**src/rtl/score_pkg.sv**
```systemverilog
// Shared constants and scanner state encoding for the score subsystem
// (scanner, score controller and RAM wrapper all import this package).
package score_pkg;

  localparam int NUM_USERS = 8;
  localparam int ADDR_W    = 3;
  localparam int DATA_W    = 6;
  localparam int RD_LAT    = 1;

  typedef enum logic [2:0] {
    IDLE,
    REQ,
    SCAN,
    DRAIN,
    DONE
  } scan_state_t;

endpackage

```
**src/rtl/score_max_tracker.sv**
```systemverilog
// Running maximum tracker: keeps best score, lowest owning id and a tie flag
// over a stream of tagged samples. Outputs show the value including this cycle's sample.
module score_max_tracker
  import score_pkg::*;
(
  input  logic              clock,
  input  logic              rst,
  input  logic              i_valid,
  input  logic [ADDR_W-1:0] i_tag,
  input  logic [DATA_W-1:0] i_data,
  input  logic              i_clear,
  output logic [DATA_W-1:0] o_best,
  output logic [ADDR_W-1:0] o_bestId,
  output logic              o_tie
);

  logic [DATA_W-1:0] r_best;
  logic [ADDR_W-1:0] r_bestId;
  logic              r_tie;

  logic [DATA_W-1:0] w_best;
  logic [ADDR_W-1:0] w_bestId;
  logic              w_tie;

  // Strict-greater update keeps the lowest id on ties; equal zero scores never count as a tie.
  always_comb begin
    w_best   = r_best;
    w_bestId = r_bestId;
    w_tie    = r_tie;
    if (i_clear) begin
      w_best   = '0;
      w_bestId = '0;
      w_tie    = 1'b0;
    end else if (i_valid) begin
      if (i_data > r_best) begin
        w_best   = i_data;
        w_bestId = i_tag;
        w_tie    = 1'b0;
      end else if ((i_data == r_best) && (i_data != '0)) begin
        w_tie = 1'b1;
      end
    end
  end

  always_ff @(posedge clock) begin
    if (rst) begin
      r_best   <= '0;
      r_bestId <= '0;
      r_tie    <= 1'b0;
    end else begin
      r_best   <= w_best;
      r_bestId <= w_bestId;
      r_tie    <= w_tie;
    end
  end

  assign o_best   = w_best;
  assign o_bestId = w_bestId;
  assign o_tie    = w_tie;

endmodule

```
**src/rtl/score_board_scanner.sv**
```systemverilog
// Sweeps the shared score RAM under request/grant and publishes max score, owner id and tie.
// Optional macro SCAN_NONZERO_COUNT_EN adds active_count (ids with a nonzero score).
module score_board_scanner
  import score_pkg::*;
(
  input  logic              clock,
  input  logic              rst,
  input  logic              scan_start,
  input  logic              rd_gnt,
  input  logic [DATA_W-1:0] ram_q,
  output logic              rd_req,
  output logic [ADDR_W-1:0] ram_addr,
  output logic              busy,
  output logic              done,
  output logic [DATA_W-1:0] max_score,
  output logic [ADDR_W-1:0] max_id,
  output logic              tie
`ifdef SCAN_NONZERO_COUNT_EN
  ,
  output logic [ADDR_W:0]   active_count
`endif
);

  localparam int DRAIN_W = (RD_LAT > 1) ? $clog2(RD_LAT) : 1;
  localparam logic [DRAIN_W-1:0] LAST_DRAIN = DRAIN_W'(RD_LAT - 1);
  localparam logic [ADDR_W-1:0]  LAST_ADDR  = ADDR_W'(NUM_USERS - 1);

  scan_state_t r_state;
  scan_state_t w_nextState;

  logic [ADDR_W-1:0]  r_addr;
  logic [DRAIN_W-1:0] r_drainCnt;
  logic [RD_LAT-1:0]  r_vldPipe;
  logic [ADDR_W-1:0]  r_tagPipe [RD_LAT];

  logic w_issue;
  logic w_abort;
  logic w_clear;
  logic w_publish;
  logic w_sampleVld;
  logic [ADDR_W-1:0] w_sampleTag;

  logic [DATA_W-1:0] w_best;
  logic [ADDR_W-1:0] w_bestId;
  logic              w_tie;

  assign w_issue     = (r_state == SCAN) && rd_gnt;
  assign w_abort     = (r_state == SCAN) && !rd_gnt;
  assign w_clear     = (r_state == IDLE) || w_abort;
  assign w_publish   = (r_state == DRAIN) && (r_drainCnt == LAST_DRAIN);
  assign w_sampleVld = r_vldPipe[RD_LAT-1];
  assign w_sampleTag = r_tagPipe[RD_LAT-1];

  always_ff @(posedge clock) begin
    if (rst) begin
      r_state <= IDLE;
    end else begin
      r_state <= w_nextState;
    end
  end

  // Losing grant mid-sweep throws the partial sweep away and re-requests the port.
  always_comb begin
    w_nextState = r_state;
    case (r_state)
      IDLE:    if (scan_start) w_nextState = REQ;
      REQ:     if (rd_gnt) w_nextState = SCAN;
      SCAN: begin
        if (!rd_gnt) begin
          w_nextState = REQ;
        end else if (r_addr == LAST_ADDR) begin
          w_nextState = DRAIN;
        end
      end
      DRAIN:   if (r_drainCnt == LAST_DRAIN) w_nextState = DONE;
      DONE:    w_nextState = IDLE;
      default: w_nextState = IDLE;
    endcase
  end

  always_ff @(posedge clock) begin
    if (rst) begin
      r_addr     <= '0;
      r_drainCnt <= '0;
    end else begin
      if ((r_state == REQ) && rd_gnt) begin
        r_addr <= '0;
      end else if (w_issue && (r_addr != LAST_ADDR)) begin
        r_addr <= r_addr + ADDR_W'(1);
      end
      if (r_state == DRAIN) begin
        r_drainCnt <= r_drainCnt + DRAIN_W'(1);
      end else begin
        r_drainCnt <= '0;
      end
    end
  end

  // Tags each issued address so the returning ram_q sample is credited to the right id.
  always_ff @(posedge clock) begin
    if (rst) begin
      r_vldPipe <= '0;
      for (int i = 0; i < RD_LAT; i++) begin
        r_tagPipe[i] <= '0;
      end
    end else begin
      r_vldPipe[0] <= w_issue;
      r_tagPipe[0] <= r_addr;
      for (int i = 1; i < RD_LAT; i++) begin
        r_vldPipe[i] <= r_vldPipe[i-1];
        r_tagPipe[i] <= r_tagPipe[i-1];
      end
      if (w_abort) begin
        r_vldPipe <= '0;
      end
    end
  end

  score_max_tracker u_tracker (
    .clock    (clock),
    .rst      (rst),
    .i_valid  (w_sampleVld),
    .i_tag    (w_sampleTag),
    .i_data   (ram_q),
    .i_clear  (w_clear),
    .o_best   (w_best),
    .o_bestId (w_bestId),
    .o_tie    (w_tie)
  );

  // Results load on the edge into DONE so they are already valid while done is high.
  always_ff @(posedge clock) begin
    if (rst) begin
      max_score <= '0;
      max_id    <= '0;
      tie       <= 1'b0;
    end else if (w_publish) begin
      max_score <= w_best;
      max_id    <= w_bestId;
      tie       <= w_tie;
    end
  end

`ifdef SCAN_NONZERO_COUNT_EN
  logic [ADDR_W:0] r_cnt;
  logic [ADDR_W:0] w_cntNext;

  always_comb begin
    w_cntNext = r_cnt;
    if (w_clear) begin
      w_cntNext = '0;
    end else if (w_sampleVld && (ram_q != '0)) begin
      w_cntNext = r_cnt + (ADDR_W+1)'(1);
    end
  end

  always_ff @(posedge clock) begin
    if (rst) begin
      r_cnt        <= '0;
      active_count <= '0;
    end else begin
      r_cnt <= w_cntNext;
      if (w_publish) begin
        active_count <= w_cntNext;
      end
    end
  end
`endif

  assign rd_req   = (r_state == REQ) || (r_state == SCAN);
  assign busy     = (r_state == REQ) || (r_state == SCAN) || (r_state == DRAIN);
  assign done     = (r_state == DONE);
  assign ram_addr = r_addr;

endmodule

```
**config.mk**
```make
export PLATFORM = sky130hd
export DESIGN_NAME = score_board_scanner
export DESIGN_NICKNAME = d
export VERILOG_FILES = /design/src/rtl/score_pkg.sv /design/src/rtl/score_max_tracker.sv /design/src/rtl/score_board_scanner.sv
export SDC_FILE = /design/constraint.sdc
export NUM_CORES = 1
export LEC_CHECK = 0
export CAP_MARGIN = 20
export CORE_MARGIN = 2
export CORE_UTILIZATION = 54
export DETAILED_ROUTE_END_ITERATION = 10
export PLACE_DENSITY = 0.9
export SYNTH_ARGS = -nofsm -noshare
export SYNTH_HDL_FRONTEND = slang
export SYNTH_SLANG_ARGS = --single-unit
export TNS_END_PERCENT = 50
```
**constraint.sdc**
```tcl
create_clock -name clock -period 3.6 [get_ports clock]
set_clock_uncertainty 0.15 [all_clocks]
set_input_delay 0.72 -clock clock [delete_from_list [all_inputs] [get_ports clock]]
set_output_delay 0.72 -clock clock [all_outputs]
set_load 0.02 [all_outputs]
```
==> results.py, run 1 <==
metrics = {
    "grt": {
        "grt_pass1_wl_mm": 4.15,
        "grt_max_degree": 22,
        "grt-ovfl-total": 0,
        "grt_usage_pct": 19.8,
        "first_global_vias": 1002,
        "grt_antenna_before_repair": 0,
    },
    "yosys": {
        "synth_edf_count": 0,
        "synth_top_flop_cell": "dfxtp_1",
        "ys_types": 31,
        "synth_top_area_share_pct": 46.0,
        "netlist_instances": 143,
        "yosys-top-cells-area": "dfxtp_1 46%, ha_1 7.4%, mux2i_1 7.4%",
        "yosysTopAreaCell": "dfxtp_1",
        "ys_seq_area_share_pct": 46.0,
        "synth_area_um2": 1350,
        "syn-num-nets": 161,
        "syn-mean-instance-area_um2": 9.44,
        "synth-seq-cells": 31,
        "ys_async_sr_fraction_pct": 0,
        "yosysWarnings": 0,
    },
    "floorplanning": {
        "dieArea_um2": 2920,
        "core_area_um2": 2430,
        "ioPinCount": 26,
        "start_util_pct": 55.5,
        "die_w_um": 54,
        "row_count": 18,
        "die_h_um": 54,
    },
    "worst_setup_path": {
        "cp-start-kind": "input port",
        "crit_chain": "clkdlybuf4s50_1 > ha_1 > and4_1 > and3_4 > a311oi_4 > buf_4 > mux2i_1 > a211oi_1",
        "crit_type": "input port to flop",
        "reg2reg_from": "u_tracker.r_best[5]$_SDFF_PP0_",
        "cp.depth": 8,
        "critPathSlowestCell": "a311oi_4",
        "worstPathMaxFanout": 6,
        "critPathTopFamily": "buffers and inverters",
        "reg2reg_slack_ps": 1190,
        "arrival_ps": 2950,
        "cp.required_ps": 3630,
        "ff2ff_path_depth": 8,
        "r2r_end": "max_id[2]$_SDFFE_PP0P_",
        "startpoint": "ram_q[5]",
        "end_kind": "flop",
        "crit_buf_inv": 2,
        "crit_end": "max_id[2]$_SDFFE_PP0P_",
        "cpPeakStageDelay_ps": 470,
    },
    "clock_network": {
        "clock-sinks": 31,
        "cts-root-buf": "clkbuf_4",
        "post_cts_resized": 0,
        "cts-buffers-inserted": 5,
        "postCtsHoldBufs": 0,
        "clock_path_buffers": 2,
        "path_clk_slew_ps": 100,
        "cts_tree": "yes",
        "post_cts_buffers": 0,
        "htreeDepth": 2,
        "clock_latency_ps": 320,
    },
    "routing": {
        "postRouteWirelength_mm": 2.54,
        "vias": 1066,
        "ant_nets": 0,
        "drc_errors": 0,
        "drtIter0Drc": 15,
        "drtPass1Iterations": 4,
        "wl_per_cell_um": 12.7,
        "vias_per_cell": 5.33,
    },
    "worst_hold_path": {
        "hp-start": "max_score[5]$_SDFFE_PP0P_",
        "min_path_type": "flop to flop",
    },
    "timing": {
        "fmax_ghz": 0.343,
        "setup_viol": 0,
        "worst_slew_pin_slew_ps": 722,
        "finalCritPeriodShare_pct": 81.1,
        "whs_ps": 352,
        "slew_violations": 0,
        "period_needed_ps": 2920,
        "setup_tns_ps": 0,
        "final.setup.worst_slack_ps": 681,
        "rsz0062_at_grt": "false",
        "finalHoldViolCount": 0,
        "slew_headroom_pct": 51.7,
    },
    "layout": {
        "fin_nets": 187,
        "area_growth_syn_to_layout_pct": 24.7,
        "drive_gt1_share_pct": 7.06,
        "seq_area_um2": 621,
        "diodes": 0,
        "final_util_pct": 69.2,
        "nFillCells": 204,
        "multiInputGateArea_um2": 661,
    },
    "power_and_ir_drop": {
        "power.density_nw_per_um2": 499,
        "clockPowerShare_pct": 27.1,
        "power_switching_mw": 0.256,
        "p_total_mw": 0.840,
        "sequentialPowerShare_pct": 46.9,
        "peakVddDrop_mv": 0.370,
        "p_leak_nw": 0.603,
        "p_int_mw": 0.584,
        "power_frac_comb_pct": 26.0,
        "swShare_pct": 30.5,
    },
    "place": {
        "place_congestion": 0.794,
        "pre_cts_ws_ps": 329,
        "portBuffers": 25,
        "post-dp-hpwl_mm": 1.86,
    },
    "job": {
        "drv_cap": 0,
    },
    "run_status": {
        "status": "finished clean",
    },
}
cells in the final DEF, fill, tap and decap left out, types with 2 or more instances in the layout:
cell type        count
clkdlybuf4s50_1     25
nor3b_1              2
nand3_1              3
a21o_1               2
mux2i_1             10
nor4_1               2
dfxtp_1             31
nand2_1              5
clkbuf_8             2
inv_1                7
nor3_1               2
xnor2_1              2
ha_1                 8
buf_4                2
a21oi_1              6
nor2_1              26
nor2b_1              6
a211oi_1            10
clkbuf_4             5
metrics by stage:
| stage | instance area (µm²) | cells |
|---|---|---|
| finish | 1680 | 200 |
| global route | 1680 | 200 |
| CTS | 1680 | 200 |
| detailed placement | 1610 | 192 |
| global placement | 1610 | 192 |
| floorplan | 1350 | 143 |
power by group through the flow:
| stage | sequential, mW | combinational (mW) | clock [mW] |
|---|---|---|---|
| after floorplan | 0.396 | 0.143 | 0 |
| after global placement | 0.400 | 0.211 | 0 |
| after detailed placement | 0.402 | 0.217 | 0 |
| after CTS | 0.394 | 0.220 | 0.235 |
| after global routing | 0.399 | 0.240 | 0.252 |
| final | 0.394 | 0.219 | 0.227 |
cell usage after synthesis, drive strengths merged, types with 2 or more instances:
| cell type | number |
|---|---|
| mux2i | 10 |
| a21o | 2 |
| nor4 | 2 |
| nor2 | 26 |
| nor3b | 2 |
| nor2b | 6 |
| and3 | 2 |
| dfxtp | 31 |
| inv | 7 |
| a211oi | 10 |
| nand2 | 5 |
| a21oi | 6 |
| buf | 2 |
| nor3 | 2 |
| nand3 | 3 |
| ha | 8 |
| clkbuf | 6 |
| xnor2 | 2 |
layout make-up:
cell class / instances / area share, %
tap: 30 / 2.23
timing repair buffer: 27 / 15.8
clock buffer: 7 / 3.87
clock inverter: 1 / 0.446
inverter: 7 / 1.56
multi-input combinational: 97 / 39.3
sequential: 31 / 36.9
tightest hold or removal path: stages (launching register included):
cell      delay, ps
dfxtp_1         320
nor2_1           90
a211oi_1         50
registers in the layout, summed over array words and instances (netlist names):
name	count
max_id	3
max_score	6
r_drainCnt	1
r_state	3
r_tagPipe	3
r_vldPipe	1
ram_addr	3
tie	1
u_tracker.r_best	6
u_tracker.r_bestId	3
u_tracker.r_tie	1
cell families (layout without fill, tap and decap cells):
logic type	after synthesis	in the layout	synth area share [%]
AO/OA/AOI/OAI	22	22	12.3
XOR/XNOR	3	3	1.95
buffers and inverters	15	42	5.10
AND/OR/NAND/NOR	54	54	19.8
flip-flops	31	31	46.0
multiplexers	10	10	7.41
adder cells (fa/ha/maj)	8	8	7.41
worst min path at each step:
stage / end / cells past startpoint
2_1_floorplan: u_tracker.r_bestId[2]$_SDFF_PP0_ / 2
3_3_place_gp: ram_addr[2]$_SDFFE_PP0P_ / 2
3_5_place_dp: max_id[1]$_SDFFE_PP0P_ / 2
4_1_cts: max_id[1]$_SDFFE_PP0P_ / 2
5_1_grt: max_score[4]$_SDFFE_PP0P_ / 2
6_report: max_score[5]$_SDFFE_PP0P_ / 2
metal layers:
metal	track usage (%)	part of all wire (%)	vias to the layer above	wire length [µm]
met5	0	0	-	0
met4	8.33	0.86	0	22
met3	5.00	5.7	2	145
met2	36.2	50	30	1280
met1	21.5	43	489	1100
li1	-	-	545	-
Note: power is estimated with default switching activity, not from simulation.
==> inputs of run 2 (changes only) <==
--- a/config.mk
+++ b/config.mk
@@ -7,9 +7,9 @@
 export LEC_CHECK = 0
 export CAP_MARGIN = 20
 export CORE_MARGIN = 2
-export CORE_UTILIZATION = 54
+export CORE_UTILIZATION = 45
 export DETAILED_ROUTE_END_ITERATION = 10
-export PLACE_DENSITY = 0.9
+export PLACE_DENSITY = 0.81
 export SYNTH_ARGS = -nofsm -noshare
 export SYNTH_HDL_FRONTEND = slang
 export SYNTH_SLANG_ARGS = --single-unit
==> constraint.sdc (replaced) <==
create_clock -name clock -period 2.45 [get_ports clock]
set_clock_uncertainty 0.15 [all_clocks]
set_input_delay 0.49 -clock clock [delete_from_list [all_inputs] [get_ports clock]]
set_output_delay 0.49 -clock clock [all_outputs]
set_load 0.02 [all_outputs]
==> run 2 against run 1 <==
The flow now finishes with violations (design-rule violations). Non-clock buffer count is 12 higher. Clock power is 22% higher. Combinational power is 71% higher. Total power is 45% higher. Critical path type unchanged. Largest power group unchanged.
==> results.py, run 2 (synthesized netlist as in run 1, its figures left out) <==
metrics = {
    "run_status": {
        "status": "finished, violations left",
        "violations": "design-rule violations",
    },
    "worst_setup_path": {
        "startpoint": "ram_q[1]",
        "crit_buf_inv": 2,
        "critPathTopFamily": "buffers and inverters",
        "worstPathMaxFanout": 5,
        "crit_type": "input port to flop",
        "ff2ff_path_depth": 8,
        "crit_chain": "clkdlybuf4s50_1 > ha_1 > nor2b_1 > o21ai_1 > a311oi_4 > clkbuf_16 > mux2i_4 > a211oi_2",
        "cp.depth": 8,
        "arrival_ps": 2440,
        "reg2reg_from": "u_tracker.r_best[5]$_SDFF_PP0_",
        "cpPeakStageDelay_ps": 430,
        "critPathSlowestCell": "clkdlybuf4s50_1",
        "end_kind": "flop",
        "cp-start-kind": "input port",
        "cp.required_ps": 2510,
    },
    "grt": {
        "grt-ovfl-total": 0,
        "grt_usage_pct": 18.2,
        "grt_max_degree": 20,
        "first_global_vias": 1058,
        "grt_antenna_before_repair": 0,
        "grt_pass1_wl_mm": 4.66,
    },
    "routing": {
        "drtIter0Drc": 35,
        "wl_per_cell_um": 14.3,
        "postRouteWirelength_mm": 3.04,
        "vias_per_cell": 5.31,
        "ant_nets": 0,
        "drtPass1Iterations": 7,
        "vias": 1130,
        "drc_errors": 2,
    },
    "timing": {
        "slew_headroom_pct": 75.4,
        "finalCritPeriodShare_pct": 97.3,
        "fmax_ghz": 0.420,
        "setup_tns_ps": 0,
        "period_needed_ps": 2380,
        "worst_slew_pin_slew_ps": 368,
        "rsz0062_at_grt": "false",
        "finalHoldViolCount": 0,
        "whs_ps": 352,
        "slew_violations": 0,
        "setup_viol": 0,
    },
    "power_and_ir_drop": {
        "peakVddDrop_mv": 0.409,
        "p_leak_nw": 0.710,
        "power.density_nw_per_um2": 653,
    },
    "clock_network": {
        "cts_tree": "yes",
        "postCtsHoldBufs": 0,
        "clock_path_buffers": 2,
        "path_clk_slew_ps": 90,
        "htreeDepth": 2,
        "cts-root-buf": "clkbuf_4",
        "cts-buffers-inserted": 5,
        "clock-sinks": 31,
        "clock_latency_ps": 330,
    },
    "place": {
        "place_congestion": 0.831,
        "dp_cells": 202,
        "post-dp-hpwl_mm": 2.08,
        "portBuffers": 25,
        "place_area_um2": 1690,
    },
    "layout": {
        "final_cell_mix": "31 x dfxtp_1, 26 x nor2_1, 21 x clkdlybuf4s50_1",
        "layout_commonest_cell": "dfxtp_1",
        "multiInputGateArea_um2": 736,
        "area_growth_syn_to_layout_pct": 38.3,
        "seq_area_um2": 621,
        "diodes": 0,
        "nFillCells": 227,
        "top_regs": "max_score x6, u_tracker.r_best x6",
        "fin_nets": 199,
        "final_area_um2": 1870,
        "drive_gt1_share_pct": 16.5,
        "final_cells": 213,
    },
    "job": {
        "drv_cap": 0,
    },
    "floorplanning": {
        "core_area_um2": 2810,
        "dieArea_um2": 3450,
        "ioPinCount": 26,
        "die_h_um": 58.8,
        "die_w_um": 58.8,
        "row_count": 19,
        "start_util_pct": 48.1,
    },
    "worst_hold_path": {
        "min_path_cells": 2,
        "hp-start": "max_id[1]$_SDFFE_PP0P_",
        "min_path_type": "flop to flop",
    },
}
==> run 2: worst register-to-register path, stage by stage, from the launching register on <==
cell	delay [ps]
dfxtp_1	370
inv_1	60
ha_1	290
and4_1	220
and3_4	200
a311oi_4	330
clkbuf_16	250
mux2i_4	240
a211oi_2	80
==> run 2: what timing repair did <==
item,4_1_cts,5_1_grt
setup buffers,0,2
pin swaps,0,6
setup endpoints to repair,1,14
resized for setup,1,15
cloned,0,1
==> run 2: through the flow <==
step / setup slack [ps] / total power [mW] / utilization (%)
6_report: 67.1 / 1.22 / 66.5
5_1_grt: 42.0 / 1.29 / 66.5
4_1_cts: 0.224 / 1.21 / 62.2
3_5_place_dp: -359 / 0.936 / 60.3
3_3_place_gp: -283 / 0.922 / 60.3
2_1_floorplan: 209 / 0.792 / -
==> run 2: layer usage <==
metal	wire length, µm	GRT usage, %	vias to the layer above
met4	65	7.79	0
met1	1290	20.7	531
li1	-	-	569
met2	1560	30.8	21
met3	122	6.59	9
met5	0	0	-
==> run 2: power by group <==
group	switching [mW]	leakage [nW]	internal, mW
sequential	0.0285	0.250	0.537
clock	0.167	0.0293	0.112
combinational	0.193	0.430	0.182
total	0.388	0.710	0.831
==> run 2: final cells by class <==
class	instances	area share, %
multi-input combinational	97	39.4
sequential	31	33.2
timing repair buffer	39	21.2
clock buffer	7	2.41
tap	31	2.08
inverter	7	1.41
clock inverter	1	0.268
==> run 2: worst paths after layout <==
kind / slack, ps / end
max: 70 / max_score[0]$_SDFFE_PP0P_
min: 350 / max_id[1]$_SDFFE_PP0P_
max reg2reg: 150 / max_score[0]$_SDFFE_PP0P_
min reg2reg: 350 / max_id[1]$_SDFFE_PP0P_
==> inputs of run 3 (changes only) <==
--- a/config.mk
+++ b/config.mk
@@ -10,6 +10,7 @@
 export CORE_UTILIZATION = 45
 export DETAILED_ROUTE_END_ITERATION = 10
 export PLACE_DENSITY = 0.81
+export RECOVER_POWER = 50
 export SYNTH_ARGS = -nofsm -noshare
 export SYNTH_HDL_FRONTEND = slang
 export SYNTH_SLANG_ARGS = --single-unit
==> run 3 against run 2 <==
The flow still finishes with violations (design-rule violations). Core utilization is 0.13 points lower. Maximum frequency shrank 1.1%. Cell count unchanged. Hold slack got worse by 3.0 ps. Routed wire length barely moved. Non-clock buffer count unchanged. Critical path depth unchanged. Sequential cell count stayed put. Critical path type unchanged. Largest cell class unchanged.
==> results.py, run 3 (synthesized netlist as in run 1, its figures left out) <==
metrics = {
    "run_status": {
        "status": "finished, violations left",
        "violations": "design-rule violations",
    },
    "worst_setup_path": {
        "arrival_ps": 2440,
        "critPathSlowestCell": "clkdlybuf4s50_1",
        "cpPeakStageDelay_ps": 430,
        "crit_chain": "clkdlybuf4s50_1 > ha_1 > nor2b_1 > o21ai_1 > a311oi_4 > clkbuf_16 > mux2i_4 > a211oi_2",
        "crit_type": "input port to flop",
        "crit_end": "max_score[0]$_SDFFE_PP0P_",
        "end_kind": "flop",
        "r2r_end": "max_score[0]$_SDFFE_PP0P_",
        "cp.required_ps": 2480,
        "cp-start-kind": "input port",
        "reg2reg_from": "u_tracker.r_best[5]$_SDFF_PP0_",
        "worstPathMaxFanout": 5,
        "startpoint": "ram_q[1]",
        "ff2ff_path_depth": 8,
        "reg2reg_slack_ps": 120,
    },
    "worst_hold_path": {
        "min_path_type": "flop to flop",
    },
    "routing": {
        "ant_nets": 0,
        "drtPass1Iterations": 7,
        "vias": 1130,
        "postRouteWirelength_mm": 3.04,
        "vias_per_cell": 5.31,
        "wl_per_cell_um": 14.3,
        "drc_errors": 2,
        "drtIter0Drc": 36,
    },
    "clock_network": {
        "cts-root-buf": "clkbuf_4",
        "clock-sinks": 31,
        "cts-buffers-inserted": 5,
        "clock_path_buffers": 2,
        "cts_tree": "yes",
        "postCtsHoldBufs": 0,
        "htreeDepth": 2,
        "path_clk_slew_ps": 90,
        "clock_latency_ps": 330,
    },
    "timing": {
        "fmax_ghz": 0.415,
        "setup_tns_ps": 0,
        "rsz0062_at_grt": "false",
        "finalHoldViolCount": 0,
        "period_needed_ps": 2410,
        "worst_slew_pin_slew_ps": 905,
        "setup_viol": 0,
        "slew_headroom_pct": 39.6,
        "slew_violations": 0,
        "finalCritPeriodShare_pct": 98.3,
    },
    "layout": {
        "final_util_pct": 66.4,
        "seq_area_um2": 621,
        "final_area_um2": 1860,
        "area_growth_syn_to_layout_pct": 38.0,
        "layout_commonest_cell": "dfxtp_1",
        "nFillCells": 228,
        "diodes": 0,
        "multiInputGateArea_um2": 736,
        "top_regs": "max_score x6, u_tracker.r_best x6",
        "drive_gt1_share_pct": 15.9,
        "fin_nets": 199,
        "final_cell_mix": "31 x dfxtp_1, 26 x nor2_1, 13 x dlygate4sd3_1",
    },
    "grt": {
        "grt_antenna_before_repair": 0,
        "grt_max_degree": 20,
        "grt-ovfl-total": 0,
        "first_global_vias": 1058,
        "grt_usage_pct": 18.2,
        "grt_pass1_wl_mm": 4.66,
    },
    "place": {
        "place_congestion": 0.831,
        "portBuffers": 25,
        "post-dp-hpwl_mm": 2.08,
        "place_area_um2": 1690,
    },
    "floorplanning": {
        "row_count": 19,
        "core_area_um2": 2810,
        "start_util_pct": 48.1,
        "die_w_um": 58.8,
        "die_h_um": 58.8,
        "dieArea_um2": 3450,
        "ioPinCount": 26,
    },
    "power_and_ir_drop": {
        "p_total_mw": 1.21,
        "power.density_nw_per_um2": 650,
        "p_leak_nw": 0.748,
        "peakVddDrop_mv": 0.406,
    },
    "job": {
        "drv_cap": 0,
    },
}
[run 3: changes by cell type in the layout (fill, tap and decap cells not counted), sizes merged]
| cell | change |
|---|---|
| dlygate4sd3 | +13 |
| clkbuf | +1 |
| buf | -1 |
| clkdlybuf4s50 | -13 |
[run 3: cell type report]
| type | count | area share, % |
|---|---|---|
| Inverter | 7 | 1.41 |
| Sequential cell | 31 | 33.3 |
| Tap cell | 31 | 2.08 |
| Timing Repair Buffer | 39 | 21.0 |
| Multi-Input combinational cell | 97 | 39.5 |
| Clock inverter | 1 | 0.269 |
| Clock buffer | 7 | 2.42 |
[run 3: power breakdown]
part / total (mW) / internal (mW) / leakage, nW / switching (mW)
Combinational: 0.368 / 0.176 / 0.469 / 0.192
Clock: 0.278 / 0.112 / 0.0293 / 0.167
Sequential: 0.565 / 0.537 / 0.250 / 0.0278
Total: 1.21 / 0.824 / 0.748 / 0.387
[run 3: layer usage]
metal | track usage, % | part of all wire, % | routed length [µm]
met5 | 0 | 0 | 0
met4 | 7.79 | 2.1 | 65
met3 | 6.59 | 4.0 | 122
met2 | 30.8 | 51 | 1560
met1 | 20.7 | 42 | 1290
[run 3: worst min-delay path by stage]
stage	start	end	slack (ps)	cells after the start
after floorplan	u_tracker.r_bestId[2]$_SDFF_PP0_	u_tracker.r_bestId[2]$_SDFF_PP0_	310	2
after global placement	ram_addr[2]$_SDFFE_PP0P_	ram_addr[2]$_SDFFE_PP0P_	330	2
after detailed placement	max_id[1]$_SDFFE_PP0P_	max_id[1]$_SDFFE_PP0P_	340	2
after CTS	max_id[1]$_SDFFE_PP0P_	max_id[1]$_SDFFE_PP0P_	350	2
after global routing	max_id[1]$_SDFFE_PP0P_	max_id[1]$_SDFFE_PP0P_	370	2
final	max_id[1]$_SDFFE_PP0P_	max_id[1]$_SDFFE_PP0P_	350	2
[run 3: critical path: cells and delay by family]
family	cells	cell delay (ps)
buf+inv	2	680
compound gates	3	550
fa+ha+maj	1	330
simple gates	1	150
mux	1	240
[run 3: through the flow]
stage                     hold WS (ps)  setup slack (ps)  instances
final                              349              40.9        213
after floorplan                    306               209        143
after CTS                          353             0.224        210
after global placement             327              -283        202
after global routing               367              15.3        213
after detailed placement           340              -359        202
[run 3: what timing repair did]
item | in CTS | in global routing
setup buffers | 0 | 2
endpoints found under the setup margin | 1 | 14
gates cloned | 0 | 1
resized for setup | 1 | 15
pin swaps | 0 | 6
